File: src/rtl/seg_display_ctrl_if.sv
// seg_display_ctrl_if
// Byte stream from the upstream SPI receiver into the display controller.
//   rx_valid : one-cycle strobe, a new byte is present on rx_data
//   rx_data  : received byte, meaningful only while rx_valid=1
// Modports: master (byte source), slave (seg_display_ctrl).
interface seg_display_ctrl_if;
  logic       rx_valid;
  logic [7:0] rx_data;

  modport master (output rx_valid, output rx_data);
  modport slave  (input  rx_valid, input  rx_data);
endinterface

File: src/rtl/seg_display_ctrl.sv
// seg_display_ctrl
// Four-digit multiplexed 7-segment display controller. Two-byte frames
// (command, data) arriving from an SPI receiver write four digit registers
// or a control register; a scan engine time-multiplexes the digits.
//
// Parameters:
//   SCAN_DIV      clk cycles per digit slot (2..65535)
//   FRAME_TIMEOUT max clk cycles allowed between command and data byte
// Ports:
//   clk       system clock, rising edge
//   rst_n     synchronous active-low reset
//   rx        seg_display_ctrl_if.slave (rx_valid, rx_data)
//   seg       registered segment drive {dp,g,f,e,d,c,b,a}, active-high
//   dig_en    registered digit enable, one-hot or zero, active-high
//   frame_err one-cycle pulse on rejected command or data timeout
// Build option:
//   SEG_HEX_DECODE_EN  digit registers hold hex nibble + dp instead of raw
//                      segment patterns.
//
// Commands: 8'b0100_00nn = write digit nn, 8'h80 = write control register.
// Control register: bit0 display enable, bits[7:4] per-digit blanking mask.
//
// state     | meaning
// ----------+-------------------------------------------------------------
// IDLE      | waiting for a command byte
// WAIT_DATA | command accepted, waiting for its data byte (timeout armed)
module seg_display_ctrl #(
  parameter int SCAN_DIV      = 1000,
  parameter int FRAME_TIMEOUT = 4095
) (
  input  logic                clk,
  input  logic                rst_n,
  seg_display_ctrl_if.slave   rx,
  output logic [7:0]          seg,
  output logic [3:0]          dig_en,
  output logic                frame_err
);

  localparam int TW = (FRAME_TIMEOUT > 1) ? $clog2(FRAME_TIMEOUT + 1) : 1;

  typedef enum logic {
    IDLE      = 1'b0,
    WAIT_DATA = 1'b1
  } state_t;

  state_t        state, state_nxt;
  logic [TW-1:0] to_cnt, to_nxt;
  logic          wr_en;
  logic          tgt_load;
  logic          fe_nxt;
  logic          cmd_ok;
  logic          tgt_ctrl;
  logic [1:0]    tgt_dig;

  logic [7:0]    dig_reg [4];
  logic          disp_en;
  logic [3:0]    blank_mask;

  logic [15:0]   pre_cnt, pre_nxt;
  logic [1:0]    idx, idx_nxt;
  logic          pre_wrap;
  logic [7:0]    cur_pat;
  logic          show;

  assign cmd_ok = (rx.rx_data[7:2] == 6'b0100_00) || (rx.rx_data == 8'h80);

  // Frame decoder. The timeout counter is loaded on command accept and
  // counts down; data arriving in the terminal cycle still wins.
  always_ff @(posedge clk) begin
    if (!rst_n) begin
      state  <= IDLE;
      to_cnt <= '0;
    end else begin
      state  <= state_nxt;
      to_cnt <= to_nxt;
    end
  end

  always_comb begin
    state_nxt = state;
    to_nxt    = to_cnt;
    wr_en     = 1'b0;
    tgt_load  = 1'b0;
    fe_nxt    = 1'b0;
    case (state)
      IDLE: begin
        if (rx.rx_valid) begin
          if (cmd_ok) begin
            state_nxt = WAIT_DATA;
            to_nxt    = TW'(FRAME_TIMEOUT - 1);
            tgt_load  = 1'b1;
          end else begin
            fe_nxt = 1'b1;
          end
        end
      end
      WAIT_DATA: begin
        if (rx.rx_valid) begin
          wr_en     = 1'b1;
          state_nxt = IDLE;
          to_nxt    = '0;
        end else if (to_cnt == '0) begin
          state_nxt = IDLE;
          fe_nxt    = 1'b1;
        end else begin
          to_nxt = to_cnt - 1'b1;
        end
      end
      default: begin
        state_nxt = IDLE;
        to_nxt    = '0;
      end
    endcase
  end

  // Target latch and register file.
  always_ff @(posedge clk) begin
    if (!rst_n) begin
      tgt_ctrl   <= 1'b0;
      tgt_dig    <= 2'd0;
      dig_reg[0] <= 8'h00;
      dig_reg[1] <= 8'h00;
      dig_reg[2] <= 8'h00;
      dig_reg[3] <= 8'h00;
      disp_en    <= 1'b1;
      blank_mask <= 4'h0;
      frame_err  <= 1'b0;
    end else begin
      frame_err <= fe_nxt;
      if (tgt_load) begin
        tgt_ctrl <= (rx.rx_data == 8'h80);
        tgt_dig  <= rx.rx_data[1:0];
      end
      if (wr_en) begin
        if (tgt_ctrl) begin
          disp_en    <= rx.rx_data[0];
          blank_mask <= rx.rx_data[7:4];
        end else begin
          dig_reg[tgt_dig] <= rx.rx_data;
        end
      end
    end
  end

`ifdef SEG_HEX_DECODE_EN
  function automatic logic [6:0] hex_glyph(input logic [3:0] nib);
    logic [6:0] g;
    case (nib)
      4'h0: g = 7'h3F;
      4'h1: g = 7'h06;
      4'h2: g = 7'h5B;
      4'h3: g = 7'h4F;
      4'h4: g = 7'h66;
      4'h5: g = 7'h6D;
      4'h6: g = 7'h7D;
      4'h7: g = 7'h07;
      4'h8: g = 7'h7F;
      4'h9: g = 7'h6F;
      4'hA: g = 7'h77;
      4'hB: g = 7'h7C;
      4'hC: g = 7'h39;
      4'hD: g = 7'h5E;
      4'hE: g = 7'h79;
      default: g = 7'h71;
    endcase
    return g;
  endfunction
`endif

  // Scan engine. Outputs are registered from the next-cycle counter values
  // so that seg/dig_en line up with the prescaler: prescaler==0 is the
  // blank anti-ghosting cycle of each slot.
  assign pre_wrap = (pre_cnt == 16'(SCAN_DIV - 1));
  assign pre_nxt  = pre_wrap ? 16'd0 : pre_cnt + 16'd1;
  assign idx_nxt  = pre_wrap ? idx + 2'd1 : idx;
  assign show     = (pre_nxt != 16'd0) && disp_en && !blank_mask[idx_nxt];

`ifdef SEG_HEX_DECODE_EN
  assign cur_pat = {dig_reg[idx_nxt][7], hex_glyph(dig_reg[idx_nxt][3:0])};
`else
  assign cur_pat = dig_reg[idx_nxt];
`endif

  always_ff @(posedge clk) begin
    if (!rst_n) begin
      pre_cnt <= 16'd0;
      idx     <= 2'd0;
      seg     <= 8'h00;
      dig_en  <= 4'b0000;
    end else begin
      pre_cnt <= pre_nxt;
      idx     <= idx_nxt;
      seg     <= show ? cur_pat : 8'h00;
      dig_en  <= show ? (4'b0001 << idx_nxt) : 4'b0000;
    end
  end

endmodule

File: src/flat_wrapper.sv
// flat-port wrapper written by rule: the top's interface ports become plain ports
module seg_display_ctrl_flat 
#(
  parameter int SCAN_DIV      = 1000,
  parameter int FRAME_TIMEOUT = 4095
)
  (clk, rst_n, seg, dig_en, frame_err, rx_rx_valid, rx_rx_data);
  seg_display_ctrl_if rx_i ();
  input  logic clk;
  input  logic rst_n;
  output logic [7:0] seg;
  output logic [3:0] dig_en;
  output logic frame_err;
  input wire logic [$bits(rx_i.rx_valid)-1:0] rx_rx_valid;
  input wire logic [$bits(rx_i.rx_data)-1:0] rx_rx_data;
  assign rx_i.rx_valid = rx_rx_valid;
  assign rx_i.rx_data = rx_rx_data;
  seg_display_ctrl #(.SCAN_DIV(SCAN_DIV), .FRAME_TIMEOUT(FRAME_TIMEOUT)) u_core (.clk(clk), .rst_n(rst_n), .rx(rx_i), .seg(seg), .dig_en(dig_en), .frame_err(frame_err));
endmodule
File: config.mk
export PLATFORM = sky130hd
export DESIGN_NAME = seg_display_ctrl_flat
export DESIGN_NICKNAME = d
export VERILOG_FILES = /design/src/rtl/seg_display_ctrl_if.sv /design/src/rtl/seg_display_ctrl.sv /design/src/flat_wrapper.sv
export SDC_FILE = /design/constraint.sdc
export NUM_CORES = 1
export LEC_CHECK = 0
export ABC_AREA = 1
export CORE_ASPECT_RATIO = 1.4
export CORE_MARGIN = 2
export CORE_UTILIZATION = 60
export CTS_BUF_LIST = sky130_fd_sc_hd__clkbuf_4
export CTS_CLUSTER_DIAMETER = 150
export DETAILED_ROUTE_END_ITERATION = 8
export PLACE_DENSITY_LB_ADDON = 0.05
export SLEW_MARGIN = 20
export SYNTH_ARGS = -nofsm -noshare
export SYNTH_HDL_FRONTEND = slang
export SYNTH_SLANG_ARGS = --single-unit
File: constraint.sdc
create_clock -name clk -period 3.1 [get_ports clk]
set_input_delay 0.62 -clock clk [delete_from_list [all_inputs] [get_ports clk]]
set_output_delay 0.62 -clock clk [all_outputs]
set_load 0.01 [all_outputs]
==> results_dict.tcl, run 1 <==
set metrics [dict create \
    outcome "finished clean" \
    layout.nets 556 \
    layout_common_cells "nand2_1 (102), nor2_1 (101), inv_1 (57)" \
    synth_edf_count 32 \
    netlist.area_leader.share_pct 25.7 \
    dr_wl_met2_mm 4.25 \
    synth-xor-area-share_pct 0.649 \
    cts_buffers 9 \
    hold_viol_final 0 \
    cts_buffer_depth 2 \
    fin_util_pct 68.6 \
    max_slew_margin_pct 56.1 \
    synthCells 519 \
    synth_top_area_cell "dfxtp_1" \
    final_common_cell "nand2_1" \
    die_y_um 101 \
    area_delta_synth_final_pct 11.2 \
    wire_per_inst_um 13.1 \
    io_pins 24 \
    hold_path_class "flop to flop" \
    synth_compound_area_share_pct 10.4 \
    synth_area_leaders "dfxtp_1 (26%), edfxtp_1 (24%), nand2_1 (9.5%)" \
    synth-simple-area-share_pct 30.9 \
    layout-drive-gt1-share_pct 9.67 \
    drtIter0Drc 152 \
    cts-root-buf "clkbuf_4" \
    dp_cells 606 \
    grt_setup_unrepaired "no" \
    initial_core_util_pct 61.7 \
    core_area_mm2 0.00657 \
    rows 35 \
    critPathSlowestCell "clkdlybuf4s50_1" \
    grt_pass1_vias 3204 \
    cp_max_fo 9 \
    ant_nets 0 \
    grt_usage_pct 24.3 \
    grt_max_degree 24 \
    ctsResizeCount 0 \
    synth.distinct_cells 37 \
    holdBufCountCts 0 \
    setup_violations 0 \
    n_antenna_cell 0 \
    ys_seq_area_share_pct 49.4 \
    chipWidth_um 73.5 \
    finalCritPeriodShare_pct 70.1 \
    syn_nets 532 \
    worst_setup_path_end_kind "flop" \
    tightest_slew_ns 0.658 \
    yosysWarnings 0 \
    viasPerCell 5.39 \
    drv_cap 0 \
    drc_errors 0 \
    cp_common_cell "nand2_1" \
    top_layer "met4" \
    synth-main-ff-cell "dfxtp_1" \
    synthAdderAreaFrac_pct 0.618 \
    largest_reg_flops 32 \
    cts_setup_buffers 0 \
    die_area_mm2 0.00743 \
    port-buffer-count 23 \
    synth_top_family_by_area "simple AND/OR/NAND/NOR gates" \
    power_per_cell_area_mw_per_mm2 471 \
    place_hpwl_mm 5.97 \
    antenna_found_initial 0 \
    drt_pass1_iterations 5 \
    finalClockSkew_ns 0.0134 \
    num_vias 3350 \
    cts_tree "built" \
    cp_cell_sequence "clkdlybuf4s50_1 -> inv_1 -> nor3_1 -> nand2_1 -> nor2_1 -> nand2_1 -> nand2_1" \
    ys_seq_elements 84 \
    finalPower_mw 2.12 \
    slew_viol_final 0 \
    grt.overflow.total 0 \
    synthesis.area_mm2 0.00405 \
    wl_mm 8.17 \
    cp.arrival_ns 2.28 \
    p_leak_nw 1.89 \
    htree_levels 3 \
    fin_setup_tns_ns 0 \
    crit_path_start_kind "input port" \
    dr_wl_met3_um 273 \
    grt_pass1_wl_mm 14.1 \
    fmax_mhz 460 \
    clk_latency_ns 0.42 \
    met1_length_mm 3.46 \
    cp_data_required_time_ns 3.21 \
    avgSynthCellArea_um2 7.81 \
    slowest_delay_ns 0.47 \
    crit_type "input port to flop" \
    synthMuxAreaShare_pct 0 \
    async_flop_share_pct 0 \
    gp_congestion 0.953 \
    clkSinkCount 84 \
    peakVddDrop_uv 411 \
    clk_pin_slew_ns 0.13 \
    finalCriticalPeriod_ns 2.17 \
    stdcell_count 622 \
]
final timing paths:
kind	depth (start not counted)	startpoint	slack (ns)	endpoint
setup / recovery	7	rx_rx_valid	0.93	u_core.dig_reg[1][0]
hold / removal	2	u_core.blank_mask[2]	0.46	u_core.blank_mask[2]
setup reg to reg	6	u_core.state	0.95	u_core.dig_reg[1][0]
hold reg to reg	2	u_core.blank_mask[2]	0.46	u_core.blank_mask[2]
layer usage:
layer  track usage [%]  vias up
li1                  -     1731
met1              28.7     1537
met2              42.2       67
met3              3.28       15
met4              12.7        0
met5                 0        -
report_power, final:
| part | leakage (nW) | switching, mW | internal (mW) |
|---|---|---|---|
| Sequential | 0.752 | 0.0108 | 1.17 |
| Combinational | 1.04 | 0.0856 | 0.0572 |
| Clock | 0.0990 | 0.379 | 0.421 |
| Total | 1.89 | 0.475 | 1.65 |
metrics by stage:
stage / instance area [um2] / worst slack (ns) / hold WS (ns)
after floorplan: 4050 / 0.985 / 0.430
after global placement: 4320 / 0.560 / 0.442
after detailed placement: 4320 / 0.474 / 0.446
after CTS: 4500 / 0.928 / 0.464
after global routing: 4500 / 0.591 / 0.502
final: 4500 / 0.926 / 0.462
cell families (layout without fill, tap and decap cells):
kind of cell,count (synthesis),after routing
AOI/OAI and AO/OA,74,74
xor gates and xnor gates,3,3
adders and majority gates,2,2
buffers and inverters,77,106
DFF,84,84
and+or+nand+nor,279,279
cell usage after synthesis (2+ instances only):
master and number:
clkbuf_1 7, nor2_4 2, o21ai_0 25, dfxtp_1 52
nand3_1 29, nand2_2 6, o21ai_1 9, o21a_1 2
clkinv_1 2, xor2_1 2, nor2_2 13, nand2_4 4
nor2_1 101, o2bb2ai_1 7, inv_2 4, a21oi_1 24
ha_1 2, o21bai_1 3, inv_1 57, edfxtp_1 32
nand4_1 8, buf_2 3, buf_6 2, nand2_1 102
nor3_1 9
final cells by class:
class                   count  area [um2]
flip-flops and latches     84        2000
well taps                  74        92.6
repair buffers             26         253
clock buffers              10        75.1
fillers                   566        2060
inverters                  64         245
multi-input cells         358        1730
clock inverters             6         111
critical path, delay by kind of cell:
kind | cells | cell delay (ns)
buf+inv | 2 | 0.57
simple gates | 5 | 1.08
Note: power is estimated with default switching activity, not from simulation.
==> run 2: changes to the inputs <==
--- a/config.mk
+++ b/config.mk
@@ -8,7 +8,7 @@
 export ABC_AREA = 1
 export CORE_ASPECT_RATIO = 1.4
 export CORE_MARGIN = 2
-export CORE_UTILIZATION = 60
+export CORE_UTILIZATION = 56
 export CTS_BUF_LIST = sky130_fd_sc_hd__clkbuf_4
 export CTS_CLUSTER_DIAMETER = 150
 export DETAILED_ROUTE_END_ITERATION = 8
==> constraint.sdc (replaced) <==
create_clock -name clk -period 1.9 [get_ports clk]
set_input_delay 0.38 -clock clk [delete_from_list [all_inputs] [get_ports clk]]
set_output_delay 0.38 -clock clk [all_outputs]
set_load 0.01 [all_outputs]
==> run 2 against run 1 <==
Against the previous run: setup slack got worse by 0.90 ns; register-to-register slack got worse by 0.93 ns; die area increased by 6.8%.
==> results_dict.tcl, run 2 (synthesis gave the netlist of run 1 again) <==
set metrics [dict create \
    outcome "finished clean" \
    max_slew_margin_pct 71.0 \
    cts-root-buf "clkbuf_4" \
    timing.rr.start "u_core.pre_cnt[0]" \
    cts_tree "built" \
    crit_path_start_kind "flop" \
    viasPerCell 5.13 \
    die_y_um 105 \
    p_leak_nw 2.16 \
    slew_viol_final 0 \
    holdBufCountCts 0 \
    whs_ns 0.481 \
    grt_usage_pct 23.7 \
    drtIter0Drc 199 \
    drc_errors 0 \
    grt.overflow.total 0 \
    drv_cap 0 \
    cp_data_required_time_ns 2.25 \
    tightest_slew_ns 0.435 \
    num_vias 3561 \
    cts_buffer_depth 2 \
    grt_pass1_wl_mm 14.3 \
    finalCritPeriodShare_pct 98.9 \
    port-buffer-count 23 \
    peakVddDrop_uv 532 \
    place_hpwl_mm 6.46 \
    ant_nets 0 \
    layout_common_cells "nand2_1 (96), nor2_1 (96), inv_1 (55)" \
    r2r_end "u_core.seg[7]" \
    gp_congestion 0.930 \
    cp_max_fo 8 \
    core_area_mm2 0.00698 \
    place_area_mm2 0.00472 \
    largest_reg_flops 32 \
    drt_pass1_iterations 5 \
    fin_setup_tns_ns 0 \
    worst_setup_path_end_kind "flop" \
    hold_path_class "flop to flop" \
    wire_per_inst_um 13.1 \
    antenna_found_initial 0 \
    area_delta_synth_final_pct 26.2 \
    fmax_mhz 532 \
    wl_mm 9.07 \
    layout.nets 607 \
    setup_violations 0 \
    grt_pass1_vias 3186 \
    io_pins 24 \
    crit_end "u_core.seg[7]" \
    cp-startpoint "u_core.pre_cnt[0]" \
    final_cell_area_mm2 0.00511 \
    clk_latency_ns 0.45 \
    finalPower_mw 3.42 \
    finalClockSkew_ns 0.0118 \
    fin_util_pct 73.2 \
    die_area_mm2 0.00794 \
    cts_buffers 9 \
    cp.arrival_ns 2.23 \
    crit_type "flop to flop" \
    layout-drive-gt1-share_pct 22.4 \
    rows 36 \
    hold_viol_final 0 \
    n_antenna_cell 0 \
    grt_setup_unrepaired "yes" \
    clk_pin_slew_ns 0.12 \
    power_per_cell_area_mw_per_mm2 668 \
    nFillCells 548 \
    chipWidth_um 75.9 \
    clkSinkCount 84 \
    finalCriticalPeriod_ns 1.88 \
    reg2reg_depth 12 \
    ff2ff_setup_slack_ns 0.02 \
    initial_core_util_pct 58.0 \
    htree_levels 3 \
    worstHoldPathCells 2 \
    grt_max_degree 18 \
]
==> run 2: cell count changes in the layout (fill, tap and decap cells not counted), sizes merged <==
| cell | previous run | this run |
|---|---|---|
| clkinv | 3 | 2 |
| buf | 3 | 52 |
| bufinv | 3 | 2 |
| nand2 | 112 | 114 |
| clkinvlp | 0 | 2 |
==> run 2: worst min-delay path by stage <==
stage                         start              endpoint  slack, ns
2_1_floorplan  u_core.blank_mask[2]  u_core.blank_mask[2]       0.43
3_3_place_gp   u_core.blank_mask[2]  u_core.blank_mask[2]       0.44
3_5_place_dp   u_core.blank_mask[2]  u_core.blank_mask[2]       0.45
4_1_cts        u_core.blank_mask[2]  u_core.blank_mask[2]       0.47
5_1_grt        u_core.blank_mask[2]  u_core.blank_mask[2]       0.50
6_report       u_core.blank_mask[0]  u_core.blank_mask[0]       0.48
==> run 2: cell type report <==
| class | count | area (um2) | share of cell area, % |
|---|---|---|---|
| multi-input combinational | 360 | 1890 | 37.0 |
| sequential | 84 | 2010 | 39.3 |
| clock inverter | 6 | 87.6 | 1.71 |
| timing repair buffer | 75 | 678 | 13.3 |
| clock buffer | 10 | 75.1 | 1.47 |
| tap | 95 | 119 | 2.33 |
| inverter | 64 | 248 | 4.85 |
==> run 2: critical path: stages (launching register included) <==
cell,delay [ns]
dfxtp_2,0.38
ha_4,0.17
nand2_2,0.05
inv_2,0.08
nand2_2,0.07
nor2_4,0.16
nand2_4,0.12
o21ai_2,0.09
nand2_1,0.12
nor2_4,0.16
nand4_4,0.16
nand2_8,0.16
nor2_1,0.05
==> run 2: where the power goes <==
group          internal [mW]  switching, mW
sequential              1.91         0.0216
combinational          0.149          0.167
clock                  0.548          0.622
==> run 2: per-stage QoR <==
stage | setup slack, ns | std cells
final | 0.0214 | 694
after global routing | -0.103 | 694
after CTS | 0.00357 | 686
after detailed placement | -0.215 | 670
after global placement | -0.148 | 670
after floorplan | 0.0251 | 519
==> run 2: repair_timing <==
item                       4_1_cts  5_1_grt
gates cloned                     0        2
pin swaps                        0       11
setup buffers                    0        6
setup endpoints to repair       12       21
resized for setup                3       48
==> run 2: routing by layer <==
| metal | GRT usage (%) | vias up | routed length [um] |
|---|---|---|---|
| li1 | - | 1833 | - |
| met1 | 29.7 | 1609 | 3740 |
| met2 | 38.6 | 92 | 4610 |
| met3 | 3.38 | 27 | 339 |
| met4 | 11.7 | 0 | 381 |
| met5 | 0 | - | 0 |
==> run 3: changes to the inputs <==
--- a/config.mk
+++ b/config.mk
@@ -8,7 +8,7 @@
 export ABC_AREA = 1
 export CORE_ASPECT_RATIO = 1.4
 export CORE_MARGIN = 2
-export CORE_UTILIZATION = 56
+export CORE_UTILIZATION = 33
 export CTS_BUF_LIST = sky130_fd_sc_hd__clkbuf_4
 export CTS_CLUSTER_DIAMETER = 150
 export DETAILED_ROUTE_END_ITERATION = 8
==> run 3 against run 2 <==
Against the previous run: critical path type unchanged; sequential power about the same; die area increased by 66%; clock skew decreased by 0.00081 ns; clock power decreased by 20%; sequential share of layout area decreased by 1.3 points; flip-flop and latch count unchanged; combinational power increased by 5%; design area increased by 3.5%; setup slack improved by 0.031 ns; via count decreased by 0.28%; utilization decreased by 29 points; non-clock buffer count increased by 14.
==> results_dict.tcl, run 3 (synthesis gave the netlist of run 1 again) <==
set metrics [dict create \
    cp-startpoint "u_core.pre_cnt[1]" \
    clkSinkCount 84 \
    fin_setup_tns_ns 0 \
    finalClockSkew_ns 0.0110 \
    rows 47 \
    outcome "finished clean" \
    die_area_mm2 0.0132 \
    initial_core_util_pct 34.1 \
    chipWidth_um 97.6 \
    tightest_slew_ns 0.389 \
    grt_setup_unrepaired "yes" \
    largest_reg_flops 32 \
    path_delay_family "simple AND/OR/NAND/NOR gates" \
    die_y_um 135 \
    cp_common_cell "nand2_2" \
    cts_buffer_depth 2 \
    worst_setup_path_end_kind "flop" \
    switching_power_mw 0.862 \
    io_pins 24 \
    drv_cap 0 \
    slowest_delay_ns 0.39 \
    num_vias 3551 \
    grt_pass1_vias 3430 \
    holdBufCountCts 0 \
    stdcell_count 759 \
    crit_end "u_core.seg[6]" \
    grt.overflow.total 0 \
    layout-drive-gt1-share_pct 25.9 \
    finalCritPeriodShare_pct 97.3 \
    drc_errors 0 \
    r2r_end "u_core.seg[6]" \
    hp-start "u_core.blank_mask[3]" \
    core_area_mm2 0.0119 \
    cp_max_fo 8 \
    viasPerCell 4.68 \
    cts_tree "built" \
    clkPwrFrac_pct 29.3 \
    cts_buffers 9 \
    cp_cell_sequence "ha_4 -> nand2_2 -> inv_2 -> nand2_2 -> nor2_4 -> nand2_4 -> buf_12 -> o21ai_4 -> nand2_2 -> nor2_4 -> nand4_4 -> nand2_8 -> nor2_2" \
    area_delta_synth_final_pct 30.5 \
    slew_viol_final 0 \
    p_int_mw 2.34 \
    place_hpwl_mm 7.73 \
    hold_path_class "flop to flop" \
    layout_common_cells "nor2_1 (93), nand2_1 (92), buf_4 (58)" \
    antenna_found_initial 1 \
    port-buffer-count 23 \
    cp.depth 13 \
    cts-root-buf "clkbuf_4" \
    wire_per_inst_um 13.6 \
    clk_latency_ns 0.45 \
    final_common_cell "nor2_1" \
    grt_usage_pct 16.0 \
    drt_pass1_iterations 4 \
    ff2ff_setup_slack_ns 0.05 \
    htree_levels 3 \
    nFillCells 1239 \
    peakVddDrop_uv 307 \
    grt_pass1_wl_mm 16.5 \
    setup_violations 0 \
    layout.nets 619 \
    cp.arrival_ns 2.20 \
    power_frac_seq_pct 60.3 \
    clk_pin_slew_ns 0.13 \
    finalCriticalPeriod_ns 1.85 \
    crit_path_start_kind "flop" \
    max_slew_margin_pct 73.9 \
    p_leak_nw 2.21 \
    timing.rr.start "u_core.pre_cnt[1]" \
    crit_type "flop to flop" \
    fmax_mhz 541 \
    gp_congestion 0.850 \
    drtIter0Drc 125 \
    power_per_cell_area_mw_per_mm2 605 \
    grt_max_degree 18 \
    cp_data_required_time_ns 2.25 \
    reg2reg_depth 13 \
    switching_share_pct 26.9 \
    hold_viol_final 0 \
    ant_nets 0 \
    combPwrFrac_pct 10.4 \
    wl_mm 10.3 \
    critPathSlowestCell "dfxtp_2" \
    dp_cells 734 \
    worst-path-buf-inv 2 \
]
-- run 3: changes by cell type in the layout (fill, tap and decap cells not counted), sizes merged --
cell	change
buf	+14
bufinv	-2
clkbuf	-1
clkinv	+2
clkinvlp	+1
diode	+1
nand2	-2
-- run 3: worst reg2reg max path: stages (launching register included) --
cell and delay [ns]:
dfxtp_2 0.39, ha_4 0.16, nand2_2 0.05, inv_2 0.06, nand2_2 0.06, nor2_4 0.16
nand2_4 0.08, buf_12 0.15, o21ai_4 0.05, nand2_2 0.08, nor2_4 0.15, nand4_4 0.17
nand2_8 0.15, nor2_2 0.05
-- run 3: cell type report --
cell class | instances | area, um2 | area share (%)
inverters | 64 | 253 | 4.78
repair buffers | 89 | 808 | 15.3
well taps | 147 | 184 | 3.48
flip-flops and latches | 84 | 2010 | 38.0
clock inverters | 7 | 50.0 | 0.946
clock buffers | 9 | 67.6 | 1.28
multi-input cells | 358 | 1910 | 36.1
diodes | 1 | 2.50 | 0.0473
-- run 3: metrics by stage --
stage	setup WS (ns)	total power [mW]	utilization, %	hold WS, ns	area [um2]
finish	0.0521	3.20	44.5	0.462	5290
global route	-0.0211	3.35	44.5	0.499	5290
floorplan	0.0251	2.11	-	0.430	4050
CTS	0.0293	3.22	42.4	0.467	5040
global placement	-0.148	2.27	41.1	0.446	4880
detailed placement	-0.206	2.27	41.1	0.448	4880
-- run 3: power by group through the flow --
stage               clock (mW)  combinational (mW)  sequential (mW)
CTS                      0.983               0.310             1.93
global route              1.05               0.365             1.94
detailed placement           0               0.304             1.97
global placement             0               0.303             1.97
finish                   0.938               0.333             1.93
floorplan                    0               0.144             1.97
-- run 3: worst min-delay path by stage --
| stage | slack (ns) | to | cells after the start |
|---|---|---|---|
| global placement | 0.45 | u_core.blank_mask[2] | 2 |
| finish | 0.46 | u_core.blank_mask[3] | 2 |
| detailed placement | 0.45 | u_core.blank_mask[3] | 2 |
| floorplan | 0.43 | u_core.blank_mask[2] | 2 |
| CTS | 0.47 | u_core.blank_mask[3] | 2 |
| global route | 0.50 | u_core.blank_mask[2] | 2 |
-- run 3: repair_timing --
item                                    4_1_cts  5_1_grt
endpoints found under the setup margin       12       19
pin swaps                                     4       12
setup buffers                                 0        8
resized for setup                            10       52
-- run 3: layer usage --
layer | up-vias | share of wire (%) | global-route usage, %
met1 | 1616 | 42 | 18.9
met5 | - | 0 | 0
li1 | 1857 | - | -
met2 | 61 | 52 | 28.3
met4 | 0 | 2.3 | 6.48
met3 | 17 | 3.2 | 3.11
